`src/rtl/core_inst_sequencer.sv`:
```
// Issue-side sequencer for the core instruction interface: one start pulse runs a
// full layer pass (host fill, kernel load, execute, OFIFO drain) and emits inst/D_xmem.
module core_inst_sequencer #(
   parameter int AW         = 11,
   parameter int DW         = 32,
   parameter int IW         = 34,
   parameter int DRAIN_WAIT = 64
) (
   input  logic          clk,
   input  logic          reset,
   input  logic          start,
   input  logic [AW-1:0] cfg_fill_len,
   input  logic [AW-1:0] cfg_kernel_len,
   input  logic [AW-1:0] cfg_act_len,
   input  logic [AW-1:0] cfg_out_len,
   input  logic [DW-1:0] host_data,
   input  logic          host_valid,
   output logic          host_ready,
   input  logic          ofifo_valid,
   output logic [IW-1:0] inst,
   output logic [DW-1:0] D_xmem,
   output logic          busy,
   output logic          done,
   output logic          timeout
);

   localparam int WW = $clog2(DRAIN_WAIT + 1);
   localparam logic [WW-1:0] WAIT_LIMIT = WW'(DRAIN_WAIT);
   localparam logic [WW-1:0] WAIT_ONE   = {{(WW-1){1'b0}}, 1'b1};
   localparam logic [AW-1:0] CNT_ZERO   = {AW{1'b0}};
   localparam logic [AW-1:0] CNT_ONE    = {{(AW-1){1'b0}}, 1'b1};

   // Low instruction bits: [6] ofifo rd, [5] in-SRAM wr, [4] in-SRAM rd,
   // [3] acc rd, [2] acc wr, [1] execute, [0] kernel load.
   localparam logic [6:0] OP_NONE  = 7'h00;
   localparam logic [6:0] OP_WR    = 7'h20;
   localparam logic [6:0] OP_LOAD  = 7'h11;
   localparam logic [6:0] OP_EXEC  = 7'h12;
   localparam logic [6:0] OP_DRAIN = 7'h44;

   typedef enum logic [2:0] {
      ST_IDLE  = 3'd0,
      ST_FILL  = 3'd1,
      ST_LOAD  = 3'd2,
      ST_GAP   = 3'd3,
      ST_EXEC  = 3'd4,
      ST_DRAIN = 3'd5,
      ST_DONE  = 3'd6
   } state_t;

   state_t        state_r;
   logic [6:0]    op_r;
   logic [DW-1:0] d_xmem_r;
   logic          host_ready_r;
   logic          busy_r;
   logic          done_r;
   logic          timeout_r;
   logic [AW-1:0] fill_cnt_r;
   logic [AW-1:0] kern_cnt_r;
   logic [AW-1:0] act_cnt_r;
   logic [AW-1:0] out_cnt_r;
   logic [WW-1:0] wait_r;

   logic          hs_s;
   logic [WW-1:0] wait_nxt_s;

   // First phase with a non-zero count; zero-length phases cascade straight through.
   function automatic state_t first_phase(input logic [AW-1:0] f, input logic [AW-1:0] k,
                                          input logic [AW-1:0] a, input logic [AW-1:0] o);
      state_t nxt;
      if (f != CNT_ZERO) begin
         nxt = ST_FILL;
      end else if (k != CNT_ZERO) begin
         nxt = ST_LOAD;
      end else if (a != CNT_ZERO) begin
         nxt = ST_EXEC;
      end else if (o != CNT_ZERO) begin
         nxt = ST_DRAIN;
      end else begin
         nxt = ST_DONE;
      end
      return nxt;
   endfunction

   // Counters saturate at zero rather than wrapping.
   function automatic logic [AW-1:0] dec_sat(input logic [AW-1:0] x);
      return (x == CNT_ZERO) ? CNT_ZERO : (x - CNT_ONE);
   endfunction

   // Host handshake and the drain idle counter's next value.
   always_comb begin
      hs_s       = host_valid & host_ready_r;
      wait_nxt_s = wait_r + WAIT_ONE;
   end

   // Pass sequencer: state, counters and all registered outputs.
   always_ff @(posedge clk) begin
      if (reset) begin
         state_r      <= ST_IDLE;
         op_r         <= OP_NONE;
         d_xmem_r     <= {DW{1'b0}};
         host_ready_r <= 1'b0;
         busy_r       <= 1'b0;
         done_r       <= 1'b0;
         timeout_r    <= 1'b0;
         fill_cnt_r   <= CNT_ZERO;
         kern_cnt_r   <= CNT_ZERO;
         act_cnt_r    <= CNT_ZERO;
         out_cnt_r    <= CNT_ZERO;
         wait_r       <= {WW{1'b0}};
      end else begin
         done_r <= 1'b0;
         case (state_r)
            ST_IDLE: begin
               op_r <= OP_NONE;
               if (start) begin
                  fill_cnt_r   <= cfg_fill_len;
                  kern_cnt_r   <= cfg_kernel_len;
                  act_cnt_r    <= cfg_act_len;
                  out_cnt_r    <= cfg_out_len;
                  wait_r       <= {WW{1'b0}};
                  timeout_r    <= 1'b0;
                  busy_r       <= 1'b1;
                  host_ready_r <= (cfg_fill_len != CNT_ZERO);
                  state_r      <= first_phase(cfg_fill_len, cfg_kernel_len, cfg_act_len, cfg_out_len);
               end else begin
                  state_r <= ST_IDLE;
               end
            end
            ST_FILL: begin
               if (hs_s) begin
                  op_r       <= OP_WR;
                  d_xmem_r   <= host_data;
                  fill_cnt_r <= dec_sat(fill_cnt_r);
                  // Ready falls together with the last write appearing on inst.
                  if (fill_cnt_r <= CNT_ONE) begin
                     host_ready_r <= 1'b0;
                     state_r      <= first_phase(CNT_ZERO, kern_cnt_r, act_cnt_r, out_cnt_r);
                  end else begin
                     state_r <= ST_FILL;
                  end
               end else begin
                  op_r    <= OP_NONE;
                  state_r <= ST_FILL;
               end
            end
            ST_LOAD: begin
               op_r       <= OP_LOAD;
               kern_cnt_r <= dec_sat(kern_cnt_r);
               if (kern_cnt_r <= CNT_ONE) begin
                  state_r <= ST_GAP;
               end else begin
                  state_r <= ST_LOAD;
               end
            end
            ST_GAP: begin
               op_r    <= OP_NONE;
               state_r <= first_phase(CNT_ZERO, CNT_ZERO, act_cnt_r, out_cnt_r);
            end
            ST_EXEC: begin
               op_r      <= OP_EXEC;
               act_cnt_r <= dec_sat(act_cnt_r);
               if (act_cnt_r <= CNT_ONE) begin
                  state_r <= first_phase(CNT_ZERO, CNT_ZERO, CNT_ZERO, out_cnt_r);
               end else begin
                  state_r <= ST_EXEC;
               end
            end
            ST_DRAIN: begin
               if (ofifo_valid && (out_cnt_r != CNT_ZERO)) begin
                  op_r      <= OP_DRAIN;
                  out_cnt_r <= dec_sat(out_cnt_r);
                  wait_r    <= {WW{1'b0}};
                  if (out_cnt_r == CNT_ONE) begin
                     state_r <= ST_DONE;
                  end else begin
                     state_r <= ST_DRAIN;
                  end
               end else if (!ofifo_valid) begin
                  op_r   <= OP_NONE;
                  wait_r <= wait_nxt_s;
                  if (wait_nxt_s >= WAIT_LIMIT) begin
                     timeout_r <= 1'b1;
                     state_r   <= ST_DONE;
                  end else begin
                     state_r <= ST_DRAIN;
                  end
               end else begin
                  op_r    <= OP_NONE;
                  state_r <= ST_DONE;
               end
            end
            ST_DONE: begin
               op_r         <= OP_NONE;
               done_r       <= 1'b1;
               busy_r       <= 1'b0;
               host_ready_r <= 1'b0;
               state_r      <= ST_IDLE;
            end
            default: begin
               op_r         <= OP_NONE;
               busy_r       <= 1'b0;
               host_ready_r <= 1'b0;
               state_r      <= ST_IDLE;
            end
         endcase
      end
   end

   assign inst       = {{(IW-7){1'b0}}, op_r};
   assign D_xmem     = d_xmem_r;
   assign host_ready = host_ready_r;
   assign busy       = busy_r;
   assign done       = done_r;
   assign timeout    = timeout_r;

endmodule

```
`config.mk`:
```
export PLATFORM = sky130hd
export DESIGN_NAME = core_inst_sequencer
export DESIGN_NICKNAME = d
export VERILOG_FILES = /design/src/rtl/core_inst_sequencer.sv
export SDC_FILE = /design/constraint.sdc
export NUM_CORES = 1
export LEC_CHECK = 0
export ABC_AREA = 1
export BUFFER_PORTS_ARGS = -buffer_cell sky130_fd_sc_hd__buf_4
export CAP_MARGIN = 15
export CORE_ASPECT_RATIO = 1.5
export CORE_MARGIN = 4
export CORE_UTILIZATION = 45
export CTS_CLUSTER_SIZE = 16
export DETAILED_ROUTE_END_ITERATION = 16
export PLACE_DENSITY = 0.7
export SYNTH_ARGS = -nofsm -noshare
export SYNTH_HDL_FRONTEND = slang
export SYNTH_SLANG_ARGS = --single-unit
```
`constraint.sdc`:
```
create_clock -name clk -period 5 [get_ports clk]
set_input_delay 1.25 -clock clk [delete_from_list [all_inputs] [get_ports clk]]
set_output_delay 1.25 -clock clk [all_outputs]
set_load 0.02 [all_outputs]
```
==> flow_summary.ini <==
[route]
viasPerCell = 4.92
ant_nets = 0
wl_per_cell_microns = 12.7
drt_iter0_drc = 191
drc = 0
vias = 5430
dr.pass1.iters = 7
wl_mm = 14.0

[clock_network]
clk_pin_slew_worst_paths_ns = 0.07
postCtsSetupBuffers = 0
cts_resized = 0
cts-htree-levels = 3
cts_made_buffers = 9
clock-sinks = 95
clk_latency_ns = 0.35
cts_hold_buffers = 0
cts_root_buffer = clkbuf_16
clockBufferDepth = 2
cts_tree = done

[synthesis]
synthCells = 837
synth_seq_area_share_pct = 34.5
synth-main-ff-cell = dfxtp_1
synth_edf_count = 0
ys_ff_latch = 95
ys_warn_count = 0
synth_top_area_share_pct = 34.5
postSynthAreaPerCell_sq_um = 6.58
yosysMostFrequentCell = nor2_1
synth.distinct_cells = 40
async_reset_ff_share_pct = 0
synth.cells.most_frequent = nor2_1, nand2_1, dfxtp_1, o21ai_0, inv_1
yosys.area.top_type = dfxtp_1
synth_area_sq_um = 5510
synthTopCellsByArea = dfxtp_1, nor2_1, nand2_1

[min_path]
min_path_cells = 2
hold_path.class = register to register
min_to = kern_cnt_r[1]
min_from = kern_cnt_r[1]

[timing]
fin_setup_tns_ns = 0
period_needed_ns = 2.80
clock_skew_ns = 0.0122
fmax_mhz = 357
max_slew_margin_pct = 37.7
worstMarginPinSlew_ns = 0.931
finalSetupViolCount = 0
drv_slew = 0
hold_viol_final = 0
rsz0062_at_grt = no
fin_crit_sh_pct = 56.0

[power]
pwr-share-comb_pct = 23.3
peakVddDrop_uv = 155
seq_power_share_pct = 43.1
p_leak_nw = 3.34
clock_power_share_pct = 33.6
internal_power_w = 0.00134
p_sw_w = 0.000629
switching_share_pct = 31.9
p_per_area_nw_per_um2 = 294

[run]
maxCapViolations = 0

[grt]
grt_pass1_wl_mm = 23.4
grt_max_degree = 43
grt.total_usage_pct = 19.8
grt_pass1_vias = 5194
grt-ovfl-total = 0
antenna_found_initial = 0

[place]
gp_congestion = 0.870
dp_hpwl_mm = 10.4
dpl.cell_count = 1088
portBuffers = 122

[worst_setup_path]
worstSetupPathType = input pin to register
worstPathArrival_ns = 3.04
crit_top_cell = buf_4
reg2reg_depth = 8
slowest_stage = nor2_1
crit_buf_inv = 3
path_max_fanout = 34
r2r_start = state_r[1]
start_kind = input pin
cp_top_family = simple AND/OR/NAND/NOR gates
worstPathRequired_ns = 5.24
path_cells = buf_4 -> nand2_1 -> nor2_2 -> buf_4 -> nor2_1 -> inv_1 -> o21ai_0 -> a21oi_1
r2r-end = fill_cnt_r[1]
cp-end-kind = register
r2r_slack_ns = 2.32
cpPeakStageDelay_ns = 0.63

[die]
rows = 49
die_h_microns = 144
fp.dieArea_sq_um = 14100
io_pins = 151
fp.dieW_microns = 98.3
core_area_sq_um = 12000
start_util_pct = 45.8

[cells_and_area]
diodes = 0
syn_to_final_growth_pct = 21.5
drive_above_1_share_pct = 16.6
stdcell_count = 1104
nets = 1041

[run_status]
status = complete, no violations
==> through the flow <==
stage | power, W | cell area, sq um | util (%) | setup slack (ns) | hold slack (ns)
global placement | 0.00132 | 6410 | 53.4 | 1.90 | 0.454
detailed placement | 0.00132 | 6410 | 53.4 | 1.86 | 0.457
global route | 0.00209 | 6700 | 55.7 | 2.01 | 0.488
floorplan | 0.00120 | 5610 | - | 2.83 | 0.444
finish | 0.00197 | 6700 | 55.7 | 2.20 | 0.465
CTS | 0.00199 | 6700 | 55.7 | 2.21 | 0.467
==> power by group through the flow <==
stage               clock, W  sequential, W  combinational [W]
CTS                 0.000680       0.000849           0.000460
floorplan                  0       0.000872           0.000328
finish              0.000662       0.000849           0.000459
global route        0.000710       0.000857           0.000522
detailed placement         0       0.000865           0.000458
global placement           0       0.000865           0.000453
==> metal layers <==
| layer | vias up | routed length, microns | track usage, % |
|---|---|---|---|
| met5 | - | 0 | 0 |
| met4 | 0 | 321 | 7.48 |
| met3 | 22 | 978 | 5.39 |
| met2 | 149 | 6840 | 34.0 |
| met1 | 2411 | 5860 | 23.7 |
| li1 | 2848 | - | - |
==> placed cells by master, fill, tap and decap left out, drive strengths merged, types with 11 or more instances in the layout <==
cell,synthesis,final
buf,35,124
ha,14,14
conb,1,28
o21ai,96,96
nor2,170,170
xor2,20,20
inv,97,99
nand2,140,140
clkbuf,18,11
dfxtp,95,95
a21oi,52,52
nor3,11,11
nand3,44,44
==> cells by family (layout without fill, tap and decap cells) <==
logic type / count (synthesis) / count (layout) / synth area share (%)
AO/OA/AOI/OAI: 175 / 175 / 16.9
XOR/XNOR: 26 / 26 / 4.13
adder cells (fa/ha/maj): 14 / 14 / 3.18
other: 1 / 28 / 0.0681
flip-flops: 95 / 95 / 34.5
AND/OR/NAND/NOR: 376 / 376 / 28.7
buffers and inverters: 150 / 237 / 12.5
==> registers in the layout, indices dropped and copies added (netlist names) <==
signal      flops
busy            1
act_cnt_r      11
timeout         1
op_r            5
kern_cnt_r     11
host_ready      1
state_r         3
done            1
fill_cnt_r     11
wait_r          7
D_xmem         32
out_cnt_r      11
==> final cells by class <==
type / instances / area (sq um)
Tap cell: 153 / 191
Sequential cell: 95 / 1900
Clock buffer: 11 / 243
Clock inverter: 5 / 41.3
Multi-Input combinational cell: 619 / 3020
Inverter: 97 / 367
Timing Repair Buffer: 124 / 931
Fill cell: 1236 / 5320
==> worst max path at each step <==
stage | depth (start not counted) | start | end | slack [ns]
after CTS | 8 | host_valid | fill_cnt_r[1] | 2.21
final | 8 | host_valid | fill_cnt_r[1] | 2.20
after detailed placement | 8 | host_valid | fill_cnt_r[1] | 1.86
after global placement | 8 | host_valid | fill_cnt_r[7] | 1.90
after floorplan | 5 | reset | op_r[4] | 2.83
after global routing | 8 | state_r[1] | fill_cnt_r[8] | 2.01
==> worst register-to-register path: stages (launching register included) <==
cell and delay (ns):
dfxtp_1 0.47, inv_1 0.12, nand3_1 0.40, nor2_2 0.05, buf_4 0.25, nor2_1 0.63
inv_1 0.35, o21ai_0 0.25, a21oi_1 0.05
Note: power is estimated with default switching activity, not from simulation.
